<file path="src/rtl/fir_out_limiter.sv">
// Rescale (arithmetic shift, round-half-up) and saturate the FIR accumulator into a 16-bit sample,
// over a 2-stage valid/ready pipeline with clip counting. FIR_LIMITER_PEAK_EN builds the peak meter.
module fir_out_limiter #(
  parameter int unsigned SHIFT = 15
`ifdef FIR_LIMITER_PEAK_EN
  , parameter int unsigned HOLD_CYCLES = 1024
`endif
) (
  input  logic        clk,
  input  logic        rst,
  input  logic        in_valid,
  input  logic [31:0] in_data,
  output logic        in_ready,
  output logic        out_valid,
  output logic [15:0] out_data,
  input  logic        out_ready,
  output logic        clip,
  output logic [15:0] clip_count,
  output logic [15:0] peak_level
);

  localparam int unsigned IN_W  = 32;
  localparam int unsigned ACC_W = IN_W + 1;
  localparam int unsigned OUT_W = 16;

  localparam logic signed [ACC_W-1:0] ROUND_HALF = ACC_W'(1) << (SHIFT - 1);
  localparam logic signed [ACC_W-1:0] SAT_MAX    = ACC_W'(32767);
  localparam logic signed [ACC_W-1:0] SAT_MIN    = ACC_W'(-32768);
  localparam logic [OUT_W-1:0]        CNT_MAX    = '1;

  logic signed [ACC_W-1:0] w_round;
  logic signed [ACC_W-1:0] w_scaled;
  logic signed [ACC_W-1:0] r_s1;
  logic                    r_s1_valid;

  logic signed [OUT_W-1:0] w_sat_val;
  logic                    w_sat;
  logic signed [OUT_W-1:0] r_out_data;
  logic                    r_out_valid;
  logic                    r_sat;
  logic [OUT_W-1:0]        r_clip_count;

  logic w_adv2;
  logic w_load1;
  logic w_out_xfer;
  logic w_clip;

  // Pipeline handshake: stage 2 moves when empty or drained, stage 1 when empty or stage 2 moves
  assign w_adv2     = !r_out_valid || out_ready;
  assign w_load1    = !r_s1_valid || w_adv2;
  assign w_out_xfer = r_out_valid && out_ready;
  assign w_clip     = w_out_xfer && r_sat;

  // Sign-extend to 33 bits so adding the half-LSB can never overflow
  assign w_round  = {in_data[IN_W-1], in_data} + ROUND_HALF;
  assign w_scaled = w_round >>> SHIFT;

  always_comb begin
    w_sat     = 1'b0;
    w_sat_val = OUT_W'(r_s1);
    if (r_s1 > SAT_MAX) begin
      w_sat     = 1'b1;
      w_sat_val = OUT_W'(SAT_MAX);
    end else if (r_s1 < SAT_MIN) begin
      w_sat     = 1'b1;
      w_sat_val = OUT_W'(SAT_MIN);
    end
  end

  // Stage 1: rounded, shifted sample
  always_ff @(posedge clk or posedge rst) begin
    if (rst) begin
      r_s1_valid <= 1'b0;
      r_s1       <= '0;
    end else if (w_load1) begin
      r_s1_valid <= in_valid;
      if (in_valid) begin
        r_s1 <= w_scaled;
      end
    end
  end

  // Stage 2: saturated output sample and its clip flag
  always_ff @(posedge clk or posedge rst) begin
    if (rst) begin
      r_out_valid <= 1'b0;
      r_out_data  <= '0;
      r_sat       <= 1'b0;
    end else if (w_adv2) begin
      r_out_valid <= r_s1_valid;
      if (r_s1_valid) begin
        r_out_data <= w_sat_val;
        r_sat      <= w_sat;
      end
    end
  end

  always_ff @(posedge clk or posedge rst) begin
    if (rst) begin
      r_clip_count <= '0;
    end else if (w_clip && (r_clip_count != CNT_MAX)) begin
      r_clip_count <= r_clip_count + OUT_W'(1);
    end
  end

  assign in_ready   = w_load1;
  assign out_valid  = r_out_valid;
  assign out_data   = r_out_data;
  assign clip       = w_clip;
  assign clip_count = r_clip_count;

`ifdef FIR_LIMITER_PEAK_EN
  localparam int unsigned HOLD_W = (HOLD_CYCLES < 1) ? 1 : $clog2(HOLD_CYCLES + 1);

  logic [OUT_W-1:0]  w_abs;
  logic [OUT_W-1:0]  w_decay;
  logic [OUT_W-1:0]  r_peak;
  logic [HOLD_W-1:0] r_hold;

  // Magnitude of the transferring sample; -32768 clamps to 32767
  always_comb begin
    w_abs = OUT_W'(r_out_data);
    if (r_out_data == OUT_W'(SAT_MIN)) begin
      w_abs = OUT_W'(SAT_MAX);
    end else if (r_out_data[OUT_W-1]) begin
      w_abs = OUT_W'(-r_out_data);
    end
  end

  always_comb begin
    w_decay = r_peak >> 4;
    if (w_decay == '0) begin
      w_decay = OUT_W'(1);
    end
  end

  // New maximum loads and rearms hold; otherwise hold counts down, then the level decays
  always_ff @(posedge clk or posedge rst) begin
    if (rst) begin
      r_peak <= '0;
      r_hold <= '0;
    end else if (w_out_xfer && (w_abs > r_peak)) begin
      r_peak <= w_abs;
      r_hold <= HOLD_W'(HOLD_CYCLES);
    end else if (r_hold != '0) begin
      r_hold <= r_hold - HOLD_W'(1);
    end else if (r_peak != '0) begin
      r_peak <= r_peak - w_decay;
    end
  end

  assign peak_level = r_peak;
`else
  assign peak_level = '0;
`endif

endmodule
</file>
<file path="config.mk">
export PLATFORM = sky130hd
export DESIGN_NAME = fir_out_limiter
export DESIGN_NICKNAME = d
export VERILOG_FILES = /design/src/rtl/fir_out_limiter.sv
export SDC_FILE = /design/constraint.sdc
export NUM_CORES = 1
export LEC_CHECK = 0
export CAP_MARGIN = 10
export CELL_PAD_IN_SITES_DETAIL_PLACEMENT = 1
export CELL_PAD_IN_SITES_GLOBAL_PLACEMENT = 1
export CORE_MARGIN = 4
export CORE_UTILIZATION = 37
export DETAILED_ROUTE_END_ITERATION = 10
export GPL_TIMING_DRIVEN = 0
export PLACE_DENSITY = 0.88
export SLEW_MARGIN = 20
export SYNTH_ARGS = -nofsm -noshare
export SYNTH_HDL_FRONTEND = slang
export SYNTH_SLANG_ARGS = --single-unit
</file>
<file path="constraint.sdc">
create_clock -name clk -period 4 [get_ports clk]
set_input_delay 1 -clock clk [delete_from_list [all_inputs] [get_ports clk]]
set_output_delay 1 -clock clk [all_outputs]
set_load 0.03 [all_outputs]
</file>
==> impl_metrics.env <==
export IMPL_dpl_hpwl_mm=5.47
export IMPL_synth_fa_ha_area_share_pct=0.913
export IMPL_crit_path_max_fanout=7
export IMPL_drc_errors=0
export IMPL_die_x_microns=94.1
export IMPL_crit_top_cell="clkdlybuf4s50_1"
export IMPL_regToRegStartpoint="clip_count[0]$_DFFE_PP0P_"
export IMPL_nets=403
export IMPL_tightestPinTransition_ns=0.492
export IMPL_r2r_cells=5
export IMPL_post_cts_resized=0
export IMPL_cp_slowest_stage_delay_ns=0.71
export IMPL_cp_slowest_cell="clkdlybuf4s50_1"
export IMPL_grt_pass1_vias=2383
export IMPL_syn_to_final_growth_pct=30.7
export IMPL_worstPathArrival_ns=2.62
export IMPL_postSynthAreaPerCell_sq_um=9.55
export IMPL_synth_compound_gate_area_share_pct=11.5
export IMPL_fmaxAchievable_ghz=0.276
export IMPL_wl_mm=6.78
export IMPL_vias=2320
export IMPL_synthSimpleGateAreaFrac_pct=21.9
export IMPL_holdWs_ns=0.485
export IMPL_clk_path_buf_depth=2
export IMPL_cap_violations=0
export IMPL_cp_cell_sequence="clkdlybuf4s50_1 > and3b_1 > inv_1 > clkdlybuf4s50_1"
export IMPL_grt_pass1_wl_mm=11.3
export IMPL_synth_area_sq_um=2740
export IMPL_hold_buffers=0
export IMPL_worstSetupEndpointType="primary output"
export IMPL_synth_xor_xnor_area_share_pct=8.63
export IMPL_clkLatencyLatePin_ns=0.31
export IMPL_yosys_register_bits=53
export IMPL_cts_clk_slew_worst_paths_ns=0.09
export IMPL_ir_worst_vdd_mv=0.178
export IMPL_r2r_slack_ns=2.33
export IMPL_tns_ns=0
export IMPL_dieHeight_microns=94.1
export IMPL_grt_start_max_net_pins=33
export IMPL_ys_warnings_count=0
export IMPL_synth_cell_types=40
export IMPL_max_slew_margin_pct=66.9
export IMPL_hold_path_class="reg -> reg"
export IMPL_diodes=0
export IMPL_final_common_cell="clkdlybuf4s50_1"
export IMPL_cts_buffers_inserted=5
export IMPL_clock_sinks=53
export IMPL_drtIter0Drc=71
export IMPL_wire_per_inst_microns=14.6
export IMPL_maxSlewViolCount=0
export IMPL_whs_path_depth=2
export IMPL_root_buffer="clkbuf_8"
export IMPL_drt_pass1_iterations=4
export IMPL_final_cell_mix="clkdlybuf4s50_1, dfrtp_1, nand2_1"
export IMPL_start_util_pct=38.0
export IMPL_rows=31
export IMPL_synth_top_family_by_area="simple AND/OR/NAND/NOR gates"
export IMPL_rsz0062_at_grt="no"
export IMPL_fin_skew_ns=0.0116
export IMPL_ant_nets=0
export IMPL_reg2reg_to="clip_count[1]$_DFFE_PP0P_"
export IMPL_hold_viol=0
export IMPL_ys_seq_area_share_pct=48.4
export IMPL_cp_start_kind="input port"
export IMPL_status="finished clean"
export IMPL_setup_viol_count_final=0
export IMPL_drive_gt1_share_pct=10.7
export IMPL_synthCells=287
export IMPL_io_pins=87
export IMPL_required_ns=3.00
export IMPL_overflow=0
export IMPL_crit_type="in -> out"
export IMPL_min_to="out_data[10]$_DFFE_PP0P_"
export IMPL_min_delay_start="out_data[10]$_DFFE_PP0P_"
export IMPL_layout_min_cycle_time_ns=3.62
export IMPL_htree_levels=2
export IMPL_place_congestion=0.851
export IMPL_cts_setup_buffers=0
export IMPL_leakagePower_nw=1.51
export IMPL_synth_async_sr_flop_share_pct=100
export IMPL_fp_dieArea_sq_um=8850
export IMPL_grtUsageTotal_pct=16.0
export IMPL_viasPerCell=5.00
export IMPL_core_sq_um=7210
export IMPL_antenna_found_initial=0
export IMPL_powerDensity_nw_per_um2=444
export IMPL_synth_edf_count=0
export IMPL_cts_tree="built"
export IMPL_synth_mux_area_share_pct=1.60
export IMPL_period_share_pct=90.5
export IMPL_synth_main_ff_cell="dfrtp_1"
export IMPL_io_buffers=55
[critical path, delay by kind of cell]
kind / cells / cell delay [ns]
buffers and inverters: 3 / 1.39
and+or+nand+nor: 1 / 0.23
[synthesized netlist by cell type, types with 3 or more instances]
master    instances  share of area (%)
nor3_1            4               0.73
clkbuf_1          7               0.96
nand4_1          12                2.7
dfrtp_1          53                 48
o211ai_1          4                1.1
xor2_1            7                2.2
nand3_1           9                1.6
and2_1            3               0.68
xnor2_1          20                6.4
mux2_2            3                1.2
nor2_1            7               0.96
nand2_1          48                6.6
nor4_1            3               0.68
and3_1            7                1.6
and4_1            4                1.3
inv_1             6               0.82
o21ai_0          45                8.2
buf_4            16                4.4
nand2b_1          4               0.91
[kinds of logic (layout without fill, tap and decap cells)]
logic type      count (synthesis)  count (layout)
mux                             4               4
simple gates                  111             111
other cells                     1              16
fa+ha+maj                       2               2
flops                          53              53
buf+inv                        32              95
xor+xnor                       27              27
compound gates                 57              57
[registers in the layout, summed over array words and instances, names as in the netlist]
name / flops
out_data: 16
r_s1: 18
clip_count: 16
r_s1_valid: 1
r_sat: 1
out_valid: 1
[stage by stage]
step / cells / worst slack [ns] / cell area [sq um] / total power, mW / util [%]
after floorplan: 302 / 1.55 / 2800 / 1.05 / -
after global placement: 456 / 0.383 / 3470 / 1.27 / 48.1
after detailed placement: 457 / 0.371 / 3490 / 1.29 / 48.4
after CTS: 464 / 0.354 / 3580 / 1.60 / 49.7
after global routing: 464 / 0.287 / 3580 / 1.68 / 49.7
final: 464 / 0.380 / 3580 / 1.59 / 49.7
[worst max path at each step]
stage / cells past startpoint / to / slack (ns) / from
2_1_floorplan: 2 / in_ready / 1.55 / out_ready
3_3_place_gp: 4 / in_ready / 0.38 / out_ready
3_5_place_dp: 4 / in_ready / 0.37 / out_ready
4_1_cts: 4 / in_ready / 0.35 / out_ready
5_1_grt: 4 / in_ready / 0.29 / out_ready
6_report: 4 / in_ready / 0.38 / out_ready
[cell type report]
class / instances / area, sq um
flip-flops and latches: 53 / 1330
repair buffers: 56 / 571
clock inverters: 1 / 7.51
fillers: 873 / 3630
inverters: 6 / 22.5
well taps: 99 / 124
clock buffers: 6 / 82.6
multi-input cells: 217 / 1280
plain buffers: 26 / 168
[where the power goes]
group	internal (mW)	switching [mW]	total (mW)
combinational	0.232	0.327	0.559
sequential	0.634	0.0840	0.718
clock	0.137	0.175	0.312
total	1.00	0.587	1.59
[layer usage]
layer	vias to the layer above	GRT usage, %	part of all wire, %
met2	54	29.3	52
li1	1124	-	-
met4	0	4.69	1.3
met5	-	0	0
met1	1135	19.8	43
met3	7	1.60	3.8
No activity file was read; power rests on OpenSTA's default activity.
